### config.mk
export PLATFORM = sky130hd
export DESIGN_NAME = imm_extender
export DESIGN_NICKNAME = d
export VERILOG_FILES = /design/src/rtl/imm_ext_pkg.sv /design/src/rtl/imm_ext_comb.sv /design/src/rtl/imm_extender.sv
export SDC_FILE = /design/constraint.sdc
export NUM_CORES = 1
export LEC_CHECK = 0
export CAP_MARGIN = 5
export CORE_MARGIN = 3
export CORE_UTILIZATION = 49
export CTS_BUF_LIST = sky130_fd_sc_hd__clkbuf_16
export CTS_CLUSTER_DIAMETER = 150
export CTS_CLUSTER_SIZE = 25
export DETAILED_ROUTE_END_ITERATION = 7
export PLACE_DENSITY = 0.84
export RECOVER_POWER = 50
export SETUP_SLACK_MARGIN = 0.1
export SLEW_MARGIN = 0
export SYNTH_ARGS = -nofsm -noshare
export SYNTH_HDL_FRONTEND = slang
export SYNTH_SLANG_ARGS = --single-unit
export TNS_END_PERCENT = 30
### constraint.sdc
create_clock -name clk -period 1.96 [get_ports clk]
set_clock_uncertainty 0.15 [all_clocks]
set_input_delay 0.392 -clock clk [delete_from_list [all_inputs] [get_ports clk]]
set_output_delay 0.392 -clock clk [all_outputs]
set_load 0.01 [all_outputs]
### src/rtl/imm_ext_pkg.sv
// Shared definitions for the immediate extender: extension mode encoding and default widths.
package imm_ext_pkg;

    localparam int IMM_IN_W  = 16;
    localparam int IMM_OUT_W = 32;

    typedef enum logic [1:0] {
        IMM_SIGN   = 2'd0,
        IMM_ZERO   = 2'd1,
        IMM_UPPER  = 2'd2,
        IMM_BRANCH = 2'd3
    } imm_mode_e;

endpackage

### src/rtl/imm_ext_comb.sv
// Combinational immediate extension: mode mux plus sign/zero flags of the result.
module imm_ext_comb
    import imm_ext_pkg::*;
#(
    parameter int IN_W  = IMM_IN_W,
    parameter int OUT_W = IMM_OUT_W
) (
    input  logic [1:0]       mode,
    input  logic [IN_W-1:0]  imm,
    output logic [OUT_W-1:0] ext,
    output logic             ext_neg,
    output logic             ext_zero
);

    logic [OUT_W-1:0] sext;

    assign sext = {{(OUT_W-IN_W){imm[IN_W-1]}}, imm};

    always_comb begin
        ext = sext;
        case (mode)
            IMM_SIGN:   ext = sext;
            IMM_ZERO:   ext = {{(OUT_W-IN_W){1'b0}}, imm};
            IMM_UPPER:  ext = {imm, {(OUT_W-IN_W){1'b0}}};
            // Word offset to byte offset; the two top bits of sext fall off.
            IMM_BRANCH: ext = {sext[OUT_W-3:0], 2'b00};
            default:    ext = sext;
        endcase
    end

    assign ext_neg  = ext[OUT_W-1];
    assign ext_zero = (ext == '0);

endmodule

### src/rtl/imm_extender.sv
// Decode-stage immediate extender, registered by default (one cycle latency).
// Defining IMM_EXT_COMB_EN selects the legacy zero-latency combinational variant.
module imm_extender
    import imm_ext_pkg::*;
#(
    parameter int IN_W  = IMM_IN_W,
    parameter int OUT_W = IMM_OUT_W   // OUT_W >= 2*IN_W so UPPER keeps every imm bit
) (
    input  logic             clk,
    input  logic             rst,
    input  logic             in_valid,
    input  logic [1:0]       mode,
    input  logic [IN_W-1:0]  imm,
    output logic [OUT_W-1:0] ext,
    output logic             out_valid,
    output logic             ext_neg,
    output logic             ext_zero
);

    // Valid semantics: in_valid qualifies mode/imm in the cycle it is high; there is
    // no ready, every valid input is accepted. out_valid marks ext/flags as fresh;
    // when it is low ext and the flags keep their last value rather than toggling.

    logic [OUT_W-1:0] c_ext;
    logic             c_neg;
    logic             c_zero;

    imm_ext_comb #(
        .IN_W  (IN_W),
        .OUT_W (OUT_W)
    ) u_comb (
        .mode     (mode),
        .imm      (imm),
        .ext      (c_ext),
        .ext_neg  (c_neg),
        .ext_zero (c_zero)
    );

`ifdef IMM_EXT_COMB_EN
    logic unused_clk_rst;

    assign unused_clk_rst = clk ^ rst;
    assign ext            = c_ext;
    assign ext_neg        = c_neg;
    assign ext_zero       = c_zero;
    assign out_valid      = in_valid;
`else
    always_ff @(posedge clk or posedge rst) begin
        if (rst) begin
            ext       <= '0;
            out_valid <= 1'b0;
            ext_neg   <= 1'b0;
            ext_zero  <= 1'b1;
        end else begin
            out_valid <= in_valid;
            if (in_valid) begin
                ext      <= c_ext;
                ext_neg  <= c_neg;
                ext_zero <= c_zero;
            end
        end
    end
`endif

endmodule

# ---- After elaboration in Yosys (flattened, before gate mapping)
# Cells that the tools add are included.
dict set report totals {
  word_cells 10
  regBits 35
}
dict set report op_classes {
  n_mux 1
  eq_ne 3
  n_reduce_logical 2
}
# op count
set ops {}
lappend ops {{$pmux W32 S4} 1}
lappend ops {{$logic_not A32 Y1} 1}
lappend ops {{$eq A2 B2 Y1 const B} 2}
lappend ops {{$eq A2 B1 Y1 const B} 1}
lappend ops {{$logic_not A2 Y1} 1}

# ---- Logic depth before layout (Yosys ltp)
dict set report logic_depth {
  depth_word 3
  ltp_mapped 6
}

# ---- Cells and area by module
# Synthesis repeated with hierarchy kept, for this count alone.
dict set report hier_totals {
  hier_cells 160
  area_unflattened_um2 1978.1
}
# module instances area_each_um2 cells_per_inst
set modules_own_cells {}
lappend modules_own_cells {imm_extender 1 1447.6 74}
lappend modules_own_cells {imm_ext_comb 1 530.5 86}

# ---- Worst setup path before layout
# Ideal clock, no wire load.
dict set report synth_timing {
  path_type {input to register}
  start {in mode[1]}
  end {reg ext_zero}
  arrival_time_ps 1585
  slack_ps 135
  required_time_ps 1721
  path_stages 6
  setup_time_ps 89
  path_cell_list {buf_6 > and2_4 > buf_6 > o2bb2ai_2 > or4_4 > o32ai_2}
}
dict set report synth_via {
  elab_chain_cells 3
  word_cells_on_any_way 6
  cone_classes {eq/ne (3); mux (1); reduce/logical (2)}
}
# item line
set synth_rtl {}
lappend synth_rtl {{start, declared} imm_extender.sv:12} ;# input logic [1:0] mode,
lappend synth_rtl {{$eq A2 B2 Y1 (tied with other cells)} imm_ext_comb.sv:21} ;# case (mode)
lappend synth_rtl {{$pmux W32 S4 *} imm_ext_comb.sv:21}
lappend synth_rtl {{$logic_not A32 Y1 *} imm_ext_comb.sv:32} ;# assign ext_zero = (ext == '0);
lappend synth_rtl {{end signal, assigned} imm_extender.sv:59} ;# ext_zero <= c_zero;
lappend synth_rtl {{end, declared} imm_extender.sv:17} ;# output logic ext_zero
# Mark *: on every way between the ends. The rest lies on a longest branch, timed or not.
# A chain may end at the register's enable or synchronous reset.

# ---- Worst setup path in the final report
dict set report layout_timing {
  start {in imm[11]}
  end {reg ext_zero}
}
dict set report layout_via {
  elab_chain_cells 2
}
# item line
set layout_rtl {}
lappend layout_rtl {{start, declared} imm_extender.sv:13} ;# input logic [IN_W-1:0] imm,
lappend layout_rtl {{$pmux W32 S4} imm_ext_comb.sv:21}
lappend layout_rtl {{$logic_not A32 Y1} imm_ext_comb.sv:32}
# Every way passes these cells.

==> flow_summary_export.csv <==
group,metric,value,unit
timing,slew_viol_final,0,
floorplanning,rows,21,
route,ant_nets,0,
placed_design,placed_cell_area,2510,µm²
logic_synthesis,syn_inst,204,
finish,syn_to_final_growth,50.4,%
logic_synthesis,ys_ff_latch,34,
timing,rsz0062_at_grt,"false",
floorplanning,die_x,65.9,µm
logic_synthesis,syn-num-nets,225,
pwr,finalPower,2010,µW
critical_path,worstSetupPathType,"input pin to register",
logic_synthesis,yosysMostFrequentCell,"a21oi_1",
pwr,power_density,760,nW/µm²
finish,drive_above_1_share,17.6,%
logic_synthesis,async_flop_share,100,%
timing,layout_min_cycle_time,1790,ps
floorplanning,ios,56,
cts,cts_made_buffers,5,
pwr,p_switching,521,µW
timing,worst_pin_slew,1080,ps
cts,tritoncts,"built",
cts,clkLatencyLatePin,270,ps
timing,slew_headroom,28.0,%
pwr,internal_power,1490,µW
logic_synthesis,syn_area_per_cell,8.62,µm²
route,vias,1706,
logic_synthesis,yosys-top-cells-count,"a21oi_1, dfrtp_1, nor2_1",
critical_path,path_buf_inv,1,
route,drc_errors,0,
global_route,grt_pass1_wl,7680,µm
finish,nets,299,
pwr,clock_power_share,35.5,%
cts,clock-sinks,34,
route,drtIter0Drc,115,
floorplanning,die_h,65.9,µm
critical_path,path_cells,"dlygate4sd2_1, nor4_2, a22oi_1, or4_4, o32ai_2",
timing,hold_viol,0,
cts,clockBufferDepth,2,
route,wire_per_inst,14.3,µm
timing,setup_viol,0,
critical_path,r2r_cells,2,
cts,cts_root_buffer,"clkbuf_16",
logic_synthesis,yosys_warnings,0,
floorplanning,placeableCoreArea,3390,µm²
critical_path,crit_path_max_fanout,4,
pwr,sw_frac_of_total,25.9,%
route,viasPerCell,5.25,
critical_path,required,1980,ps
global_route,grt_max_degree,64,
critical_path,start_kind,"input pin",
logic_synthesis,synth_top_area_cell,"dfrtp_1",
critical_path,cpLargestDelayFamily,"simple AND/OR/NAND/NOR gates",
critical_path,critPathCaptureType,"register",
global_route,grt_antenna_before_repair,0,
global_route,globalRouteTotalUtil,23.1,%
critical_path,arrival,1810,ps
finish,final_area,2640,µm²
pwr,p_comb_share,24.1,%
placed_design,dp_hpwl,3280,µm
critical_path,cp.depth,5,
pwr,peakVddDrop,0.585,mV
logic_synthesis,synth.area.top_cells,"dfrtp_1, a21oi_1, nor2_1",
route,drt_wl_total,4640,µm
job,maxCapViolCount,0,
global_route,grt_pass1_vias,1656,
floorplanning,die_area,4340,µm²
logic_synthesis,synth-seq-area-share,48.5,%
cts,clkTransAtPathRegs,50,ps
logic_synthesis,yosysTopAreaCellShare,47.0,%
pwr,p_leak,0.00116,µW
global_route,grt-ovfl-total,0,
placed_design,gp_congestion,0.917,
logic_synthesis,synthFlopType,"dfrtp_1",
pwr,seq_power_share,40.4,%
placed_design,io_buffer_count,55,
route,dr.pass1.iters,4,
finish,diodes,0,
timing,fmax,559,MHz
cts,cts_hold_buf,0,
logic_synthesis,synth_edf_count,0,
outcome,status,"finished clean",
logic_synthesis,synthDistinctLibCells,34,
worst_hold_path,hold_depth,1,
critical_path,slowest_delay,520,ps
logic_synthesis,synth_area,1760,µm²
critical_path,critPathSlowestCell,"or4_4",
worst_hold_path,hp-class,"register to register",
cts,htreeDepth,2,
timing,finalCritPeriodShare,91.2,%
floorplanning,initial_core_util,51.9,%
==> cell type report <==
type / count / area (µm²)
flip-flops and latches: 34 / 852
multi-input cells: 139 / 795
repair buffers: 85 / 754
fillers: 239 / 746
clock buffers: 5 / 125
well taps: 46 / 57.6
inverters: 13 / 48.8
clock inverters: 3 / 11.3
==> path summary, 6_finish.rpt <==
kind	from	to	slack, ps
setup / recovery	imm[11]	ext_zero$_DFFE_PP1P_	170
hold / removal	ext[3]$_DFFE_PP0P_	ext[3]$_DFFE_PP0P_	320
setup reg to reg	ext_zero$_DFFE_PP1P_	ext_zero$_DFFE_PP1P_	1040
hold reg to reg	ext[3]$_DFFE_PP0P_	ext[3]$_DFFE_PP0P_	320
max in group asynchronous	rst	ext[21]$_DFFE_PP0P_	500
min in group asynchronous	rst	ext[29]$_DFFE_PP0P_	660
==> power by group through the flow <==
stage / clock network, µW / logic (µW) / registers [µW]
6_report: 713 / 484 / 812
5_1_grt: 775 / 527 / 820
4_1_cts: 722 / 490 / 813
3_5_place_dp: 0 / 488 / 822
3_3_place_gp: 0 / 484 / 821
2_1_floorplan: 0 / 176 / 856
==> layer usage <==
| layer | track usage [%] | vias up | wire [µm] |
|---|---|---|---|
| li1 | - | 855 | - |
| met1 | 30.4 | 774 | 2070 |
| met2 | 36.9 | 71 | 2140 |
| met3 | 5.95 | 6 | 374 |
| met4 | 7.77 | 0 | 54 |
| met5 | 0 | - | 0 |
==> layout by cell type (no fill, tap or decap), types with 2 or more instances in the layout <==
master	instances
o21ai_0	13
nor2_1	29
nor2b_1	10
buf_4	27
dfrtp_1	33
a21oi_1	37
inv_1	13
nand3_1	2
clkdlybuf4s50_1	41
nor3_1	4
dlygate4sd2_1	10
or4_4	2
clkinv_1	3
clkbuf_16	5
clkbuf_2	3
nand2_1	10
a31oi_1	6
a22oi_1	2
a2bb2oi_1	6
==> stage by stage <==
step	utilization, %	worst slack [ps]	cells	hold slack, ps	setup TNS [ps]
after detailed placement	74.1	-407	317	318	-3260
after global routing	78.0	99.5	325	356	0
final	78.0	172	325	324	0
after floorplan	-	135	204	273	0
after global placement	74.1	-359	317	315	-2450
after CTS	78.4	91.4	325	329	0
==> cell families (layout without fill, tap and decap cells) <==
family,count (synthesis),after routing,synth area share (%)
and+or+nand+nor,63,63,17.1
buffers and inverters,31,106,7.76
AOI/OAI and AO/OA,74,74,25.5
DFF,34,34,48.5
muxes,2,2,1.21
==> sequential cells by signal, summed over array words and instances, names as in the netlist <==
| signal | flops |
|---|---|
| ext_zero | 1 |
| ext | 31 |
| ext_neg | 1 |
| out_valid | 1 |
==> what timing repair did <==
action                     CTS  global route
pin swaps                    7             1
buffers inserted             0             0
setup endpoints to repair   10             1
gates resized for setup     17             5
Power figures use the tool's default switching activity.
